<file path="config.mk">
export PLATFORM = sky130hd
export DESIGN_NAME = i2s_tx_arb
export DESIGN_NICKNAME = d
export VERILOG_FILES = /design/src/rtl/i2s_pkg.sv /design/src/rtl/i2s_rr_pick.sv /design/src/rtl/i2s_tx_arb.sv
export SDC_FILE = /design/constraint.sdc
export NUM_CORES = 1
export LEC_CHECK = 0
export CORE_UTILIZATION = 40
export CTS_CLUSTER_DIAMETER = 100
export DETAILED_ROUTE_END_ITERATION = 8
export GPL_TIMING_DRIVEN = 0
export PLACE_DENSITY = 0.91
export SYNTH_ARGS = -nofsm -noshare
export SYNTH_HDL_FRONTEND = slang
export SYNTH_SLANG_ARGS = --single-unit
export TNS_END_PERCENT = 1
</file>
<file path="constraint.sdc">
create_clock -name clk_i -period 9.7 [get_ports clk_i]
set_clock_uncertainty 0.1 [all_clocks]
set_input_delay 1.455 -clock clk_i [delete_from_list [all_inputs] [get_ports clk_i]]
set_output_delay 1.455 -clock clk_i [all_outputs]
set_load 0.005 [all_outputs]
</file>
<file path="src/rtl/i2s_pkg.sv">
// Shared types and constants for the I2S TX push-port arbiter.
package i2s_pkg;

   typedef enum logic {
      ARB_IDLE = 1'b0,
      ARB_LOCK = 1'b1
   } i2s_arb_state_e;

   localparam int TIMEOUT_DEFAULT = 64;
   localparam int ERR_CNT_WIDTH   = 8;

endpackage

</file>
<file path="src/rtl/i2s_rr_pick.sv">
// Rotate-priority picker: first valid requester at or after start, wrapping modulo NUM_REQ.
module i2s_rr_pick #(
   parameter int NUM_REQ     = 4,
   parameter int LOG_NUM_REQ = $clog2(NUM_REQ)
) (
   input  logic [NUM_REQ-1:0]     valid,
   input  logic [LOG_NUM_REQ-1:0] start,
   output logic [NUM_REQ-1:0]     grant,
   output logic [LOG_NUM_REQ-1:0] index,
   output logic                   any_valid
);

   always_comb begin
      logic [LOG_NUM_REQ-1:0] pos;
      grant     = '0;
      index     = '0;
      any_valid = 1'b0;
      pos       = '0;
      for (int k = 0; k < NUM_REQ; k++) begin
         pos = LOG_NUM_REQ'((int'(start) + k) % NUM_REQ);
         if (!any_valid && valid[pos]) begin
            any_valid  = 1'b1;
            grant[pos] = 1'b1;
            index      = pos;
         end
      end
   end

endmodule

</file>
<file path="src/rtl/i2s_tx_arb.sv">
// Round-robin arbiter for the I2S TX fifo push port; stereo mode locks the grant for a L/R pair.
//
// state    | meaning
// ARB_IDLE | rotate-priority grant among all valid requesters
// ARB_LOCK | first word of a pair taken; only the owner may push, watchdog running
module i2s_tx_arb
   import i2s_pkg::*;
#(
   parameter int NUM_REQ     = 4,
   parameter int DATA_WIDTH  = 32,
   parameter int TIMEOUT     = TIMEOUT_DEFAULT,
   parameter int LOG_NUM_REQ = $clog2(NUM_REQ)
) (
   input  logic                          clk_i,
   input  logic                          rst_n_i,
   input  logic                          en_i,
   input  logic                          flush_i,
   input  logic                          stereo_i,
   input  logic [NUM_REQ-1:0]            req_valid_i,
   input  logic [NUM_REQ*DATA_WIDTH-1:0] req_data_i,
   output logic [NUM_REQ-1:0]            req_ready_o,
   input  logic                          fifo_full_i,
   output logic                          fifo_push_o,
   output logic [DATA_WIDTH-1:0]         fifo_dat_o,
   output logic [NUM_REQ-1:0]            grant_o,
   output logic                          busy_o,
   output logic                          err_o,
   output logic [ERR_CNT_WIDTH-1:0]      err_cnt_o
);

   localparam int              TW         = (TIMEOUT > 1) ? $clog2(TIMEOUT) : 1;
   localparam logic [TW-1:0]   TIMER_LAST = TW'(TIMEOUT - 1);

   i2s_arb_state_e             state_q, state_d;
   logic [LOG_NUM_REQ-1:0]     rr_q, rr_d;
   logic [LOG_NUM_REQ-1:0]     owner_q, owner_d;
   logic [TW-1:0]              timer_q, timer_d;
   logic                       err_q, err_d;
   logic [ERR_CNT_WIDTH-1:0]   err_cnt_q, err_cnt_d;

   logic [NUM_REQ-1:0]         pick_gnt;
   logic [LOG_NUM_REQ-1:0]     pick_idx;
   logic                       pick_any;
   logic                       push_ok;
   logic                       owner_valid;
   logic                       lock_stall;

   function automatic logic [LOG_NUM_REQ-1:0] ptr_inc(input logic [LOG_NUM_REQ-1:0] p);
      return (int'(p) == NUM_REQ - 1) ? '0 : p + LOG_NUM_REQ'(1);
   endfunction

   i2s_rr_pick #(
      .NUM_REQ     (NUM_REQ),
      .LOG_NUM_REQ (LOG_NUM_REQ)
   ) u_pick (
      .valid     (req_valid_i),
      .start     (rr_q),
      .grant     (pick_gnt),
      .index     (pick_idx),
      .any_valid (pick_any)
   );

   // Reset also masks the combinational path so nothing leaks out while rst_n_i is low.
   assign push_ok     = en_i & rst_n_i & ~fifo_full_i;
   assign owner_valid = req_valid_i[owner_q];
   assign lock_stall  = ~owner_valid & ~fifo_full_i & en_i;

   always_comb begin
      grant_o = '0;
      if (push_ok) begin
         if (state_q == ARB_IDLE) begin
            if (pick_any) grant_o = pick_gnt;
         end else if (owner_valid) begin
            grant_o[owner_q] = 1'b1;
         end
      end
   end

   assign fifo_push_o = |grant_o;
   assign req_ready_o = grant_o & {NUM_REQ{fifo_push_o}};

   always_comb begin
      fifo_dat_o = '0;
      for (int i = 0; i < NUM_REQ; i++) begin
         if (grant_o[i]) fifo_dat_o = req_data_i[i*DATA_WIDTH +: DATA_WIDTH];
      end
   end

   always_comb begin
      state_d   = state_q;
      rr_d      = rr_q;
      owner_d   = owner_q;
      timer_d   = timer_q;
      err_d     = 1'b0;
      err_cnt_d = err_cnt_q;
      if (en_i) begin
         case (state_q)
            ARB_IDLE: begin
               if (fifo_push_o) begin
                  if (stereo_i) begin
                     state_d = ARB_LOCK;
                     owner_d = pick_idx;
                     timer_d = '0;
                  end else begin
                     rr_d = ptr_inc(pick_idx);
                  end
               end
            end
            ARB_LOCK: begin
               // A push in the terminal cycle completes the pair, so it beats the timeout.
               if (fifo_push_o) begin
                  state_d = ARB_IDLE;
                  rr_d    = ptr_inc(owner_q);
               end else if (lock_stall) begin
                  if (timer_q == TIMER_LAST) begin
                     state_d   = ARB_IDLE;
                     rr_d      = ptr_inc(owner_q);
                     err_d     = 1'b1;
                     err_cnt_d = (err_cnt_q == '1) ? err_cnt_q : err_cnt_q + ERR_CNT_WIDTH'(1);
                  end else begin
                     timer_d = timer_q + TW'(1);
                  end
               end
            end
            default: state_d = ARB_IDLE;
         endcase
      end
      if (flush_i) begin
         state_d   = ARB_IDLE;
         rr_d      = '0;
         timer_d   = '0;
         err_d     = 1'b0;
         err_cnt_d = err_cnt_q;
      end
   end

   always_ff @(posedge clk_i) begin
      if (!rst_n_i) begin
         state_q   <= ARB_IDLE;
         rr_q      <= '0;
         owner_q   <= '0;
         timer_q   <= '0;
         err_q     <= 1'b0;
         err_cnt_q <= '0;
      end else begin
         state_q   <= state_d;
         rr_q      <= rr_d;
         owner_q   <= owner_d;
         timer_q   <= timer_d;
         err_q     <= err_d;
         err_cnt_q <= err_cnt_d;
      end
   end

   assign busy_o    = (state_q == ARB_LOCK);
   assign err_o     = err_q;
   assign err_cnt_o = err_cnt_q;

endmodule

</file>
==> metrics.txt <==
Clk network pwr share ~28%; die height roughly 86 microns; grt total ovfl 0; H-tree depth 1; largest net degree at the start of global routing 13; drt drc 0; number of buffers inserted by port buffering 188; insertion delay to the later sink of the worst-skew pair 0.27 ns; register share of total power 27.9%; Synth warnings 0; root cell of the clock tree clkbuf_8; ANT cells 0; Post-synth ARST share 0%; ys flop type dfxtp_1; Mapped Nets between 500 and 600; num rows 30; initial antenna violation count 0; Area Growth Syn to Fin 73.7%; Mapped Cells 433; DR pass1 iterations 6; worst min-delay path class flop to flop; max-slew violation count 0; TNS Setup 0 ns; Sw Share between 20 and 30%; final setup fails 0; Leak Pwr 1.84 nW; Worst-Margin Slew between 0.5 and 0.6 ns; vias post-DR slightly below 4k; Hold EP timer_q[1]$_SDFFE_PP0P_; initial cell density of the core 41.4%; postcts setup bufs 0; crit-path max cell delay 0.54 ns; final instance area slightly below 5000 sq um; crit path launch type input pin; final worst path period share between 60% and 70%; maximum vdd drop 0.0717 mV; Slew HR between 60% and 70%; DRT Wirelength between 10 and 15 mm; vias in the first global route around 3.6k; worst-case clock buffer depth 2; CP bufs+invs 4; flop2flop setup slack 6.13 ns; Final WS setup 3.12 ns; pre-CTS WS around 3.2 ns; Cell Int Power around 0.00022 W; crit path DAT ~5 ns; gr usage total 29.6%; synth unique cells between 60 and 70; worst r2r path cells 15; RD Place Congestion ~0.92; reg2reg start rr_q[0]$_SDFFE_PP0P_; run status completed; maxcap violations 0; Die Wd ~86 microns; FF+latch count, synth 20; Core Area just under 7000 sq um; pwr dens approximately 61 nW/um^2; post-synthesis sequential area ratio roughly 14%; Hold Crit Depth 2; Critical Setup Path Class input pin to primary output; CP required slightly above 8 ns; Critical-path top delay cell clkdlybuf4s50_1; Worst Hold Launch timer_q[1]$_SDFFE_PP0P_; Via density approximately 5.4; hpwl dp about 9.4 mm; share of layout cells above drive strength 1 roughly 8%; Die ar. between 7000 and 8000 sq um; cts bufs inserted 3; Synth Area per Inst 6.50 sq um; number of top-level pins 189; Worst Path Max Fanout 10; Post-DP Area between 4000 and 5000 sq um; Post-DRT Antenna Nets 0; DR iter-0 viols approximately 170; crit end category primary output; Post-synth EDFFs 0; clock slew at reported path FFs about 0.080 ns; post_cts resized 0; wire per inst ~16 microns; switching power 0.0000767 W; final hold violations 0; Post-Syn Area approximately 2800 sq um; first-pass GRT wire length about 17 mm; CTS tree built; Comb power frac roughly 44%; CP Cell Sequence clkdlybuf4s50_1, clkbuf_1, mux2_2, mux2i_2, nand3_1, a311oi_4, buf_2, nand3_1, nand3_1, o21ai_0, o21ai_0, clkdlybuf4s50_1; delay-heaviest family, CP buffers and inverters; unrepaired setup endpoints after global routing false; Tmin final 6.58 ns; Worst R2R End timer_q[4]$_SDFFE_PP0P_; nets@finish 777; most used cell, CP nand3_1; CTS Hold Bufs 0; fmax around 150 MHz; CTS sink count 20
-- worst max-delay path by stage --
stage                        start        endpoint  slack (ns)  cells past startpoint
floorplan           req_valid_i[0]  fifo_dat_o[20]        4.67                     10
global placement    req_valid_i[0]   fifo_dat_o[7]        3.21                     12
detailed placement  req_valid_i[3]   fifo_dat_o[0]        3.17                     12
CTS                 req_valid_i[3]   fifo_dat_o[0]        3.18                     12
global route        req_valid_i[3]  fifo_dat_o[25]        2.89                     12
finish              req_valid_i[3]   fifo_dat_o[2]        3.12                     12
-- cell type report --
cell class              instances  area, sq um
multi-input cells             362         2170
fillers                       565         1910
repair buffers                188         1880
flip-flops and latches         20          400
plain buffers                  35          176
well taps                      96          120
inverters                      16         62.6
clock buffers                   3         41.3
clock inverters                 1         30.0
-- power by group through the flow --
stage           clock, W  sequential, W  combinational (W)
2_1_floorplan          0      0.0000850          0.0000428
3_3_place_gp           0      0.0000852           0.000127
3_5_place_dp           0      0.0000852           0.000129
4_1_cts        0.0000856      0.0000833           0.000130
5_1_grt        0.0000878      0.0000834           0.000140
6_report       0.0000847      0.0000833           0.000130
-- cells in the final DEF, fill, tap and decap left out, types with 2 or more instances in the layout --
master	Yosys	routed
buf_1	4	4
or3_1	2	2
xnor2_1	6	6
mux2_2	2	2
nand2_1	84	84
nor2_1	14	14
nor3_1	2	2
inv_1	14	14
nand3_1	74	74
nand2b_1	3	3
a311oi_1	3	3
o21ai_0	59	59
a31oi_1	3	3
o22ai_1	3	3
and2_1	9	9
a21oi_2	2	2
a211oi_1	2	2
mux2i_1	6	6
buf_2	12	12
nand3b_1	2	2
or2_2	2	2
clkbuf_8	0	3
ha_1	13	13
clkbuf_1	13	13
o21ai_1	11	11
buf_4	4	4
dfxtp_1	20	20
mux4_2	5	5
nor2b_1	5	5
nor2_2	5	5
nand4_1	4	4
a21oi_1	9	9
clkdlybuf4s50_1	0	188
xor2_1	6	6
buf_6	2	2
-- cell families after synthesis --
kind of cell,count (synthesis),share of synthesized area [%]
mux,14,7.43
buf+inv,51,8.50
xor+xnor,12,3.74
flops,20,14.2
compound gates,109,24.2
fa+ha+maj,13,5.78
simple gates,214,36.1
-- state kept, by name, indices dropped and copies added (netlist names) --
register and count:
owner_q 2, timer_q 6, err_cnt_o 8, busy_o 1, rr_q 2, err_o 1
-- stage by stage --
step / total power, W / cells / utilization (%) / hold WS (ns)
2_1_floorplan: 0.000128 / 433 / - / 0.364
3_3_place_gp: 0.000212 / 717 / 70.9 / 0.375
3_5_place_dp: 0.000214 / 717 / 70.9 / 0.377
4_1_cts: 0.000299 / 721 / 71.9 / 0.392
5_1_grt: 0.000312 / 721 / 71.9 / 0.430
6_report: 0.000298 / 721 / 71.9 / 0.394
-- routing by layer --
metal | vias to the layer above | wire, microns | GRT usage, %
met5 | - | 0 | 0
met4 | 0 | 440 | 10.6
met3 | 35 | 808 | 4.33
met2 | 167 | 5700 | 54.8
met1 | 1793 | 4300 | 34.5
li1 | 1916 | - | -
-- tightest hold or removal path, stage by stage (launching register included) --
cell and delay, ns:
dfxtp_1 0.33, nand2_1 0.08, a21oi_2 0.05
-- cell usage after synthesis (5+ instances only) --
cell type	count	area share [%]
ha_1	13	5.8
nor2_1	14	1.9
dfxtp_1	20	14
nor2b_1	5	1.1
a21oi_1	9	1.6
nand2_1	84	11
mux4_2	5	4.0
nor2_2	5	1.1
xnor2_1	6	1.9
nand3_1	74	13
buf_2	12	2.1
xor2_1	6	1.9
and2_1	9	2.0
inv_1	14	1.9
clkbuf_1	13	1.7
o21ai_1	11	2.0
o21ai_0	59	10
mux2i_1	6	2.1
No activity file was read; power rests on OpenSTA's default activity.
